<file path="config.mk">
export PLATFORM = sky130hd
export DESIGN_NAME = nibble_sub_seq
export DESIGN_NICKNAME = d
export VERILOG_FILES = /design/src/rtl/nibble_sub_seq.sv
export SDC_FILE = /design/constraint.sdc
export NUM_CORES = 1
export LEC_CHECK = 0
export CORE_MARGIN = 4
export CORE_UTILIZATION = 45
export DETAILED_ROUTE_END_ITERATION = 10
export PLACE_DENSITY_LB_ADDON = 0.3
export SLEW_MARGIN = 25
export SYNTH_ARGS = -nofsm -noshare
export SYNTH_HDL_FRONTEND = slang
export SYNTH_SLANG_ARGS = --single-unit
</file>
<file path="constraint.sdc">
create_clock -name clk -period 1.9 [get_ports clk]
set_input_delay 0.38 -clock clk [delete_from_list [all_inputs] [get_ports clk]]
set_output_delay 0.38 -clock clk [all_outputs]
set_load 0.05 [all_outputs]
</file>
<file path="src/rtl/nibble_sub_seq.sv">
`default_nettype none
// ============================================================================
// Module   : nibble_sub_seq
// Function : W-bit start/done subtracter built on a 4-bit combinational
//            subtract slice, one nibble per clock, borrow carried in br_r.
// Revision : 1.0 - initial release
// ============================================================================
module nibble_sub_seq #(
  parameter int NIBBLES = 4
) (
  input  logic                   clk,
  input  logic                   rst_n,
  input  logic                   start,
  input  logic [4*NIBBLES-1:0]   op_a,
  input  logic [4*NIBBLES-1:0]   op_b,
  input  logic                   bin,
  output logic                   busy,
  output logic                   done,
  output logic [4*NIBBLES-1:0]   result,
  output logic                   borrow_out,
  output logic [3:0]             sub_a,
  output logic [3:0]             sub_b,
  output logic                   sub_cin,
  input  logic [3:0]             sub_diff,
  input  logic                   sub_borrow
);

  localparam int W  = 4 * NIBBLES;
  localparam int IW = $clog2(NIBBLES);
  localparam logic [IW-1:0] C_LAST = IW'(NIBBLES - 1);

  typedef enum logic [1:0] {
    IDLE = 2'd0,
    RUN  = 2'd1,
    DONE = 2'd2
  } state_t;

  state_t          r_state;
  logic [IW-1:0]   r_idx;
  logic [W-1:0]    a_r;
  logic [W-1:0]    b_r;
  logic            br_r;

  logic [3:0]      w_a_nib [NIBBLES];
  logic [3:0]      w_b_nib [NIBBLES];

  // Nibble views of the latched operands, selected by r_idx during RUN.
  for (genvar g = 0; g < NIBBLES; g++) begin : g_nib
    assign w_a_nib[g] = a_r[4*g +: 4];
    assign w_b_nib[g] = b_r[4*g +: 4];
  end

  always_comb begin
    sub_a   = 4'd0;
    sub_b   = 4'd0;
    sub_cin = 1'b0;
    if (r_state == RUN) begin
      sub_a   = w_a_nib[r_idx];
      sub_b   = w_b_nib[r_idx];
      sub_cin = br_r;
    end
  end

  always_ff @(posedge clk or negedge rst_n) begin
    if (!rst_n) begin
      r_state    <= IDLE;
      r_idx      <= '0;
      a_r        <= '0;
      b_r        <= '0;
      br_r       <= 1'b0;
      result     <= '0;
      borrow_out <= 1'b0;
      busy       <= 1'b0;
      done       <= 1'b0;
    end else begin
      case (r_state)
        IDLE: begin
          if (start) begin
            a_r     <= op_a;
            b_r     <= op_b;
            br_r    <= bin;
            r_idx   <= '0;
            r_state <= RUN;
            busy    <= 1'b1;
          end
        end
        RUN: begin
          for (int n = 0; n < NIBBLES; n++) begin
            if (r_idx == IW'(n)) begin
              result[4*n +: 4] <= sub_diff;
            end
          end
          br_r <= sub_borrow;
          if (r_idx == C_LAST) begin
            borrow_out <= sub_borrow;
            r_state    <= DONE;
            done       <= 1'b1;
          end else begin
            r_idx <= r_idx + 1'b1;
          end
        end
        DONE: begin
          done    <= 1'b0;
          busy    <= 1'b0;
          r_state <= IDLE;
        end
        default: begin
          done    <= 1'b0;
          busy    <= 1'b0;
          r_state <= IDLE;
        end
      endcase
    end
  end

endmodule
`default_nettype wire

</file>
==> metrics.md <==
| Metric | Value |
|---|---|
| Skew-Pair Late Insertion Delay | around 0.31 ns |
| Pins Over Slew Limit | 0 |
| Cells after synthesis | between 150 and 200 |
| DRT Wirelength | 5170 microns |
| Crit path buf inv count | 1 |
| Site Rows | 26 |
| Peak supply drop | 1220 uV |
| Vias per std cell | between 5 and 6 |
| Max-Cap Viols | 0 |
| Yosys Warn Count | 0 |
| Sw Share | between 40 and 50% |
| Worst min path class | primary input to async pin |
| Number of global-route vias before repair | ~1,800 |
| Final nets | about 300 |
| Yosys reg bits | between 50 and 60 |
| Antenna Nets Post-Route | 0 |
| Critical-path cell list | or3b_4 -> o22ai_4 -> buf_12 |
| Worst slew margin | 65.6% |
| CP required | roughly 1.5 ns |
| Final hold slack | ~0.057 ns |
| Critical Path AT | 1.61 ns |
| Clock sinks | 56 |
| Non-filler cells, final | 320 |
| Worst Setup Slack, final | -0.0886 ns |
| Top Layer Used | met4 |
| Max clock buf depth | 2 |
| Fmax | just over 500 MHz |
| Die width | between 80 and 90 microns |
| Post-synth top area cell | dfrtp_1 |
| Post-Syn Area | 2490 sq um |
| Layout fillers | ~360 |
| Async SR Flop Fraction | 100% |
| Avg WL per Cell | 16.2 microns |
| Tot GR Track Use | between 15 and 20% |
| Critical Path Max Stage Delay | 0.51 ns |
| Main synth FF type | dfrtp_1 |
| GP Congestion | ~0.71 |
| Post-DP HPWL | 3560 microns |
| First-pass GRT wire length | 8490 microns |
| Total length of routed met2 wires | roughly 2600 microns |
| Final Setup Violations | 8 |
| Core ar. | between 5000 and 6000 sq um |
| Sequential Power Share | about 28% |
| CP max FO | 8 |
| Quantity of I/O buffers inserted on ports | 68 |
| GRT overflow | 0 |
| Reg clk slew, reported paths | roughly 0.09 ns |
| Kind of end point of the critical path | primary output |
| Cell-internal power | 4550 uW |
| Clk network pwr share | ~9.7% |
| EDFF count, synth | 0 |
| Failing checks | setup timing |
| Remaining DRCs | 0 |
| Placed Cells incl. Taps | 310 |
| Mapped Avg Cell Area | roughly 14 sq um |
| Vias | 1,669 |
| Leak | about 0.0016 uW |
| Post-synthesis mux area share | approximately 29% |
| CTS tree | done |
| Met3 routed WL | roughly 270 microns |
| Slew @ Worst Pin | approximately 0.5 ns |
| Tcrit/Tclk final | 105% |
| Synth top cells by count | dfrtp_1 (56), mux2_2 (47), mux2i_1 (16), o22ai_1 (8) |
| DR pass1 iterations | 4 |
| Synth area leaders | dfrtp_1 (56%), mux2_2 (21%), mux2i_1 (6.4%) |
| Hold buffers post-CTS | 0 |
| Synth Area in Compound Gates | 4.07% |
| Initial antenna violation count | 0 |
| Unrepaired setup endpoints after global routing | yes |
| Metal1 wirelength | around 2300 microns |
| Yosys cell types | 28 |
| Status | complete, but fails checks |
| Post-layout util | approximately 71% |
| Slowest-stage cell, CP | or3b_4 |
| Top cell type's share of synthesized area | 56.3% |
| Syn-to-layout area delta | 50.3% |
| Initial DRC Count | between 100 and 150 |
| Worst slack, placed | -0.0251 ns |
| Combinational family with the most area after synthesis | multiplexers |
| Mapped Nets | roughly 220 |
| Crit Path Class | flip-flop to primary output |
| Final Hold Fails | 0 |
| Logic pwr share | 62.6% |
| Fin crit period | between 1.5 and 2 ns |
| Root buf cell | clkbuf_8 |
| H-Tree Depth | 2 |
| Post-Synth XOR/XNOR Area | 0% |
| CTS Buf Count | 5 |
| Adder-cell area share of the yosys netlist | 2.01% |
| Largest net degree at the start of global routing | 57 |
| Starting Density | between 40% and 50% |
| Net Sw Power | between 3000 and 4000 uW |
| Die area | just under 7000 sq um |
| Post-synthesis sequential area ratio | between 50% and 60% |
| Layout cell share with drive strength beyond 1 | 41.6% |
| Post-Synth Simple-Gate Area | around 5.5% |
| # IOs | 69 |
| Count leader, synth | dfrtp_1 |
| Vert. Die Dim | about 82 microns |
| Setup TNS | -0.479 ns |
| Number of inserted diodes | 0 |
| Crit start category | flip-flop |
| CP delay by family, top | simple AND/OR/NAND/NOR gates |
| Clock Skew | 0.00769 ns |
| PwrDens | roughly 2100 nW/um^2 |
what timing repair did:
action	4_1_cts	5_1_grt
endpoints found under the setup margin	8	19
gates resized for setup	28	26
cloned	0	0
buffers inserted	1	1
pin swaps	1	7
registers in the layout (all words and copies together) (netlist names):
register    flops
result         16
done            1
borrow_out      1
br_r            1
r_idx           2
busy            1
a_r            16
r_state         2
b_r            16
power groups by stage:
stage | combinational (uW) | sequential, uW | clock, uW
6_report | 4940 | 2180 | 765
5_1_grt | 5200 | 2270 | 840
4_1_cts | 4790 | 2150 | 789
3_5_place_dp | 4270 | 2130 | 0
3_3_place_gp | 4230 | 2110 | 0
2_1_floorplan | 2030 | 2790 | 0
cells by family after synthesis:
kind of cell               after synthesis
AOI/OAI and AO/OA                       15
buffers and inverters                   15
DFF                                     56
adders and majority gates                4
muxes                                   65
and+or+nand+nor                         17
worst paths after layout:
check	cells past startpoint	slack, ns	from	endpoint
max	3	-0.09	r_state[1]	sub_b[0]
min	2	0.06	rst_n	b_r[7]
max reg2reg	5	0.25	r_state[1]	b_r[8]
min reg2reg	1	0.51	result[15]	result[15]
max in group asynchronous	2	1.58	rst_n	r_idx[0]
min in group clk	1	0.51	result[15]	result[15]
stage by stage:
stage | cell area, sq um | total power [uW]
after CTS | 3640 | 7730
after floorplan | 2490 | 4820
after global routing | 3740 | 8310
after global placement | 3370 | 6340
final | 3740 | 7890
after detailed placement | 3370 | 6410
cells in the final DEF (no fill, tap or decap), types with 5 or more instances in the layout:
cell type	n
buf_12	12
clkbuf_8	5
clkdlybuf4s50_1	48
dfrtp_1	55
dlymetal6s2s_1	10
inv_1	6
mux2_2	47
mux2i_2	14
nand3b_1	6
o22ai_4	8
per-layer routing:
layer  up-vias  GRT usage (%)
li1        780              -
met1       844           22.4
met2        39           27.2
met3         6           4.23
met4         0           4.49
met5         -              0
area by class of cell:
cell class	instances	area [sq um]	share of cell area, %
Clock inverter	3	42.5	1.14
Clock buffer	5	68.8	1.84
Inverter	6	22.5	0.602
Tap cell	70	87.6	2.34
Multi-Input combinational cell	101	1190	31.8
Timing Repair Buffer	79	926	24.8
Sequential cell	56	1400	37.5
worst reg2reg max path, stage by stage (launching register included):
cell	delay, ns
dfrtp_1	0.40
buf_6	0.12
buf_4	0.17
nor3b_4	0.24
buf_12	0.24
mux2_2	0.37
Note: power is estimated with default switching activity, not from simulation.
